**src/rtl/gpio_host.sv**
```systemverilog
// Host-side controller for the GPIO peripheral: config/command port, output-data and sample streams,
// round-robin interrupt acknowledge with an event queue. Optional macro: GPIO_HOST_IRQ_DROP_EN.
module gpio_host #(
    parameter int WIDTH      = 8,
    parameter int FIFO_DEPTH = 4
) (
    input  logic                             clock,
    input  logic                             reset,
    input  logic                             cmd_valid,
    output logic                             cmd_ready,
    input  logic [1:0]                       cmd_addr,
    input  logic [23:0]                      cmd_data,
    output logic [23:0]                      conf_0,
    output logic [16:0]                      conf_1,
    output logic                             gpio_din_valid,
    input  logic                             gpio_din_ready,
    output logic [WIDTH-1:0]                 gpio_din,
    input  logic                             gpio_dout_valid,
    output logic                             gpio_dout_ready,
    input  logic [WIDTH-1:0]                 gpio_dout,
    input  logic [WIDTH:0]                   ir_valid,
    output logic [WIDTH:0]                   ir_ready,
    output logic                             evt_valid,
    input  logic                             evt_ready,
    output logic [$clog2(WIDTH+1)+WIDTH-1:0] evt_data,
    output logic                             evt_overflow
);
    // Every stream here moves a word only on the edge where valid and ready are both high.
    localparam int IDXW = $clog2(WIDTH + 1);
    localparam int EVTW = IDXW + WIDTH;
    localparam int PTRW = $clog2(FIFO_DEPTH);
    localparam int CNTW = PTRW + 1;
    localparam logic [IDXW:0]    NPORT    = (IDXW + 1)'(WIDTH + 1);
    localparam logic [IDXW-1:0]  LAST_IDX = IDXW'(WIDTH);
    localparam logic [WIDTH:0]   ONE_HOT0 = (WIDTH + 1)'(1);

    typedef enum logic {CIDLE, CDOUT} cmd_state_t;
    typedef enum logic {ISCAN, IHOLD} irq_state_t;

    cmd_state_t cmd_state, cmd_next;
    irq_state_t irq_state, irq_next;

    logic            cmd_fire, din_fire, dout_fire, flush;
    logic [WIDTH-1:0] last_sample;

    assign cmd_fire  = cmd_valid & cmd_ready;
    assign din_fire  = gpio_din_valid & gpio_din_ready;
    assign dout_fire = gpio_dout_valid & gpio_dout_ready;
    assign flush     = cmd_fire && (cmd_addr == 2'd3);

    always_comb begin
        cmd_next = cmd_state;
        case (cmd_state)
            CIDLE:   if (cmd_fire && cmd_addr == 2'd2) cmd_next = CDOUT;
            CDOUT:   if (din_fire) cmd_next = CIDLE;
            default: cmd_next = CIDLE;
        endcase
    end

    // cmd_ready is registered from the next state so it drops on the same edge that enters CDOUT.
    always_ff @(posedge clock) begin
        if (reset) begin
            cmd_state      <= CIDLE;
            cmd_ready      <= 1'b0;
            conf_0         <= '0;
            conf_1         <= '0;
            gpio_din       <= '0;
            gpio_din_valid <= 1'b0;
        end else begin
            cmd_state <= cmd_next;
            cmd_ready <= (cmd_next == CIDLE);
            if (din_fire) gpio_din_valid <= 1'b0;
            if (cmd_fire) begin
                case (cmd_addr)
                    2'd0: conf_0 <= cmd_data;
                    2'd1: conf_1 <= cmd_data[16:0];
                    2'd2: begin
                        gpio_din       <= cmd_data[WIDTH-1:0];
                        gpio_din_valid <= 1'b1;
                    end
                    default: ;
                endcase
            end
        end
    end

    always_ff @(posedge clock) begin
        if (reset) begin
            gpio_dout_ready <= 1'b0;
            last_sample     <= '0;
        end else begin
            gpio_dout_ready <= 1'b1;
            if (dout_fire) last_sample <= gpio_dout;
        end
    end

    // Round-robin pick: rotate requests so the pointer sits at bit 0, take the lowest set bit.
    logic [IDXW-1:0]    irq_ptr, sel_off, sel_idx, ptr_next;
    logic [2*WIDTH+1:0] req_dbl;
    logic [WIDTH:0]     req_rot;
    logic [IDXW:0]      sel_sum;
    logic               sel_found, ack_ok, irq_fire;
    logic               fifo_full, push_en, pop;
    logic [CNTW-1:0]    fifo_cnt;

    always_comb begin
        req_dbl   = {ir_valid, ir_valid} >> irq_ptr;
        req_rot   = req_dbl[WIDTH:0];
        sel_found = 1'b0;
        sel_off   = '0;
        for (int i = WIDTH; i >= 0; i--) begin
            if (req_rot[i]) begin
                sel_found = 1'b1;
                sel_off   = IDXW'(i);
            end
        end
        sel_sum  = {1'b0, irq_ptr} + {1'b0, sel_off};
        sel_idx  = (sel_sum >= NPORT) ? IDXW'(sel_sum - NPORT) : sel_sum[IDXW-1:0];
        ptr_next = (sel_idx == LAST_IDX) ? '0 : sel_idx + IDXW'(1);
    end

`ifdef GPIO_HOST_IRQ_DROP_EN
    assign ack_ok = 1'b1;
`else
    assign ack_ok = ~fifo_full;
`endif

    assign irq_fire = (irq_state == ISCAN) && sel_found && ack_ok;

    always_comb begin
        irq_next = irq_state;
        case (irq_state)
            ISCAN:   if (irq_fire) irq_next = IHOLD;
            IHOLD:   irq_next = ISCAN;
            default: irq_next = ISCAN;
        endcase
    end

    always_ff @(posedge clock) begin
        if (reset) begin
            irq_state <= ISCAN;
            ir_ready  <= '0;
            irq_ptr   <= '0;
        end else begin
            irq_state <= irq_next;
            ir_ready  <= irq_fire ? (ONE_HOT0 << sel_idx) : '0;
            if (irq_fire) irq_ptr <= ptr_next;
        end
    end

    // Event queue, first-word-fall-through; push is gated on the pre-edge full flag.
    logic [EVTW-1:0] fifo_mem [FIFO_DEPTH];
    logic [PTRW-1:0] wr_ptr, rd_ptr;

    assign fifo_full = (fifo_cnt == CNTW'(FIFO_DEPTH));
    assign evt_valid = (fifo_cnt != '0);
    assign evt_data  = fifo_mem[rd_ptr];
    assign push_en   = irq_fire & ~fifo_full;
    assign pop       = evt_valid & evt_ready;

    always_ff @(posedge clock) begin
        if (reset || flush) begin
            wr_ptr   <= '0;
            rd_ptr   <= '0;
            fifo_cnt <= '0;
        end else begin
            if (push_en) wr_ptr <= wr_ptr + PTRW'(1);
            if (pop)     rd_ptr <= rd_ptr + PTRW'(1);
            fifo_cnt <= fifo_cnt + CNTW'(push_en) - CNTW'(pop);
        end
    end

    always_ff @(posedge clock) begin
        if (!reset && !flush && push_en) fifo_mem[wr_ptr] <= {sel_idx, last_sample};
    end

`ifdef GPIO_HOST_IRQ_DROP_EN
    always_ff @(posedge clock) begin
        if (reset || flush)          evt_overflow <= 1'b0;
        else if (irq_fire && fifo_full) evt_overflow <= 1'b1;
    end
`else
    assign evt_overflow = 1'b0;
`endif

endmodule

```
**config.mk**
```make
export PLATFORM = sky130hd
export DESIGN_NAME = gpio_host
export DESIGN_NICKNAME = d
export VERILOG_FILES = /design/src/rtl/gpio_host.sv
export SDC_FILE = /design/constraint.sdc
export NUM_CORES = 1
export LEC_CHECK = 0
export CORE_ASPECT_RATIO = 1.75
export CORE_MARGIN = 1
export CORE_UTILIZATION = 45
export CTS_CLUSTER_SIZE = 30
export DETAILED_ROUTE_END_ITERATION = 7
export PLACE_DENSITY_LB_ADDON = 0.1
export RECOVER_POWER = 50
export SYNTH_ARGS = -nofsm -noshare
export SYNTH_HDL_FRONTEND = slang
export SYNTH_SLANG_ARGS = --single-unit
```
**constraint.sdc**
```tcl
create_clock -name clock -period 4.4 [get_ports clock]
set_input_delay 0.44 -clock clock [delete_from_list [all_inputs] [get_ports clock]]
set_output_delay 0.44 -clock clock [all_outputs]
set_load 0.01 [all_outputs]
```
==> results.cfg <==
[clock_tree]
tritoncts = done
htreeDepth = 4
cts_inserted_buffers = 17
cts_root_buffer = clkbuf_16
clock_latency_ns = 0.42
clkSlewWorstSetupHoldPaths_ns = 0.06
clock_sinks = 132
clk_path_buf_depth = 2

[worst_setup_path]
cp.required_ns = 4.71
crit_type = input pin to flip-flop
reg2reg_depth = 16
rr_startpoint = irq_ptr[1]
startpoint_type = input pin
reg2reg_to = irq_ptr[0]
arrival_ns = 4.48
crit_chain = clkdlybuf4s50_1 -> mux4_2 -> nand3_1 -> o221ai_2 -> inv_1 -> o22ai_1 -> a22oi_1 -> o221ai_1 -> ha_1 -> inv_1 -> fa_1 -> ha_1 -> and2_1 -> a221oi_1 -> o31a_1 -> inv_1 -> or3_1 -> a31o_1
cp_max_fo = 7
endpoint_kind = flip-flop
crit_family = compound AO/OA/AOI/OAI gates
crit_top_cell = inv_1
rrSetupSlack_ns = 0.24
critPathBufInv = 4
crit_slowest_cell = mux4_2
max_stage_delay_ns = 0.56

[final_layout]
final_common_cell = nand2_1
fin_util_pct = 63.41
final_cell_mix = nand2_1 (128), dfxtp_1 (84), a21oi_1 (70)
fillers = 1110
layout.nets = 790
drive_gt1_share_pct = 16.24
area_delta_synth_final_pct = 36.83

[floorplan]
core_um2 = 12940
fp.dieW_um = 89.26
dieArea_um2 = 13810
io_pins = 124
die_h_um = 154.7
start_util_pct = 46.34
rows = 55

[pwr]
internal_power_mw = 3.638
power_frac_comb_pct = 48.4
clkPwrFrac_pct = 23.5
peakVddDrop_uv = 379.8
p_seq_share_pct = 28.2
p_sw_mw = 2.024
powerDensity_nw_per_um2 = 690.2
p_leak_nw = 3.151
swShare_pct = 35.75

[job]
drv_cap = 0

[sta]
hold_viol = 0
fmax_mhz = 239.8
finalCritPeriodShare_pct = 94.79
slew_headroom_pct = 23.88
fin_skew_ns = 0.01673
rsz0062_at_grt = no
timing.hold.ws_ns = 0.4178
tightestPinTransition_ns = 1.139
period_needed_ns = 4.171
slew_violations = 0
setup_viol = 0

[grt]
grt_max_degree = 72
grt_pass1_wl_mm = 23.79
grtUsageTotal_pct = 22.87
antenna_found_initial = 1
grt_pass1_vias = 4714
overflow = 0

[drt]
drtIter0Drc = 238
wl_per_cell_um = 16.48
drt_pre_antenna_iters = 4
drc = 0
avgViaCountPerCell = 5.232
via_count = 4766
wl_mm = 15.01
antenna_left = 0

[placed_design]
place.gp.congestion = 0.8688
hpwl_mm = 11.07
port_buffers = 122

[synth]
ys_warn_count = 0
synth_edf_count = 48
ys_seq_elements = 132
synth_cell_types = 65
synth_area_um2 = 5996
synthFlopType = dfxtp_1
async_flop_share_pct = 0
syn_inst = 572
synth-seq-area-share_pct = 52.09
syn_area_per_cell_um2 = 10.48
synth_nets = 636

[min_path]
hp-start = reset
hold_class = input pin to flip-flop
hold_depth = 3
holdPathEnd = fifo_cnt[0]

[outcome]
outcome = completed
[cell type report]
class | instances | area (um^2) | area share (%)
diodes | 1 | 2.502 | 0.03050
clock buffers | 17 | 425.4 | 5.185
clock inverters | 15 | 140.1 | 1.708
inverters | 17 | 66.31 | 0.8083
multi-input cells | 392 | 2661 | 32.44
flip-flops and latches | 132 | 3123 | 38.07
well taps | 171 | 214.0 | 2.608
repair buffers | 166 | 1572 | 19.16
[registers in the layout (all words and copies together) (netlist names), 3 cells and up, named ones only]
signal,count
fifo_mem,48
conf_0,24
conf_1,17
ir_ready,9
gpio_din,8
last_sample,8
irq_ptr,4
fifo_cnt,3
[per-layer routing]
| layer | global-route usage (%) | wire length, um |
|---|---|---|
| met5 | 0 | 0 |
| met4 | 8.466 | 283 |
| met3 | 6.030 | 771 |
| met2 | 41.58 | 8464 |
| met1 | 24.59 | 5490 |
[timing repair]
item / 4_1_cts / 5_1_grt
gates resized for setup: 0 / 1
buffers inserted: 0 / 2
hold buffers: 0 / 0
setup endpoints to repair: 0 / 5
[worst max-delay path by stage]
stage / start / endpoint / slack (ns) / cells after the start
after floorplan: irq_ptr[1] / irq_ptr[1] / 0.14 / 21
after CTS: irq_ptr[1] / irq_ptr[0] / 0.12 / 16
after detailed placement: ir_valid[5] / irq_ptr[0] / -0.26 / 18
after global placement: ir_valid[5] / irq_ptr[0] / -0.14 / 18
after global routing: irq_ptr[1] / irq_ptr[0] / 0.009 / 18
final: ir_valid[5] / irq_ptr[0] / 0.23 / 18
[worst min-delay path: cells and delay by family]
family	cells	cell delay, ns
simple gates	2	0.23
buf+inv	1	0.11
[cell families (layout without fill, tap and decap cells)]
logic type	after synthesis	after routing	synth area share, %
simple gates	213	213	15.98
fa+ha+maj	15	15	3.381
buf+inv	48	215	3.693
flops	132	132	52.09
mux	41	41	11.62
compound gates	114	114	11.87
other cells	1	2	0.06254
xor+xnor	8	8	1.294
[power by group through the flow]
stage | clock network, mW | logic [mW] | registers (mW)
6_report | 1.33 | 2.74 | 1.60
5_1_grt | 1.41 | 2.98 | 1.62
4_1_cts | 1.35 | 2.74 | 1.60
3_5_place_dp | 0 | 2.72 | 1.63
3_3_place_gp | 0 | 2.69 | 1.62
2_1_floorplan | 0 | 1.67 | 1.60
[per-stage QoR]
step	std cells	setup WS (ns)	TNS [ns]	cell area, um^2	power, mW
after global routing	911	0.009291	0	8204	6.005
after global placement	876	-0.1356	-0.4973	7616	4.309
after detailed placement	876	-0.2629	-1.687	7616	4.349
after CTS	908	0.1164	0	8182	5.690
after floorplan	572	0.1429	0	5996	3.270
final	911	0.2294	0	8204	5.662
[synthesized netlist by cell type, types with 4 or more instances]
cell,count,share of area (%)
and2_1,6,0.63
clkbuf_1,20,1.3
nand3_1,16,1.3
nor3_1,7,0.58
mux2i_1,12,2.0
and3_1,4,0.42
buf_2,4,0.33
nand2_1,128,8.0
xnor2_1,5,0.73
nor2_1,22,1.4
inv_1,15,0.94
o22ai_1,5,0.52
edfxtp_1,48,24
nand2b_1,8,0.83
a21oi_1,70,5.8
mux4_2,20,7.5
nor4_1,4,0.42
o21ai_0,7,0.58
dfxtp_1,84,28
ha_1,13,2.7
mux2_2,4,0.75
Note: power is estimated with default switching activity, not from simulation.
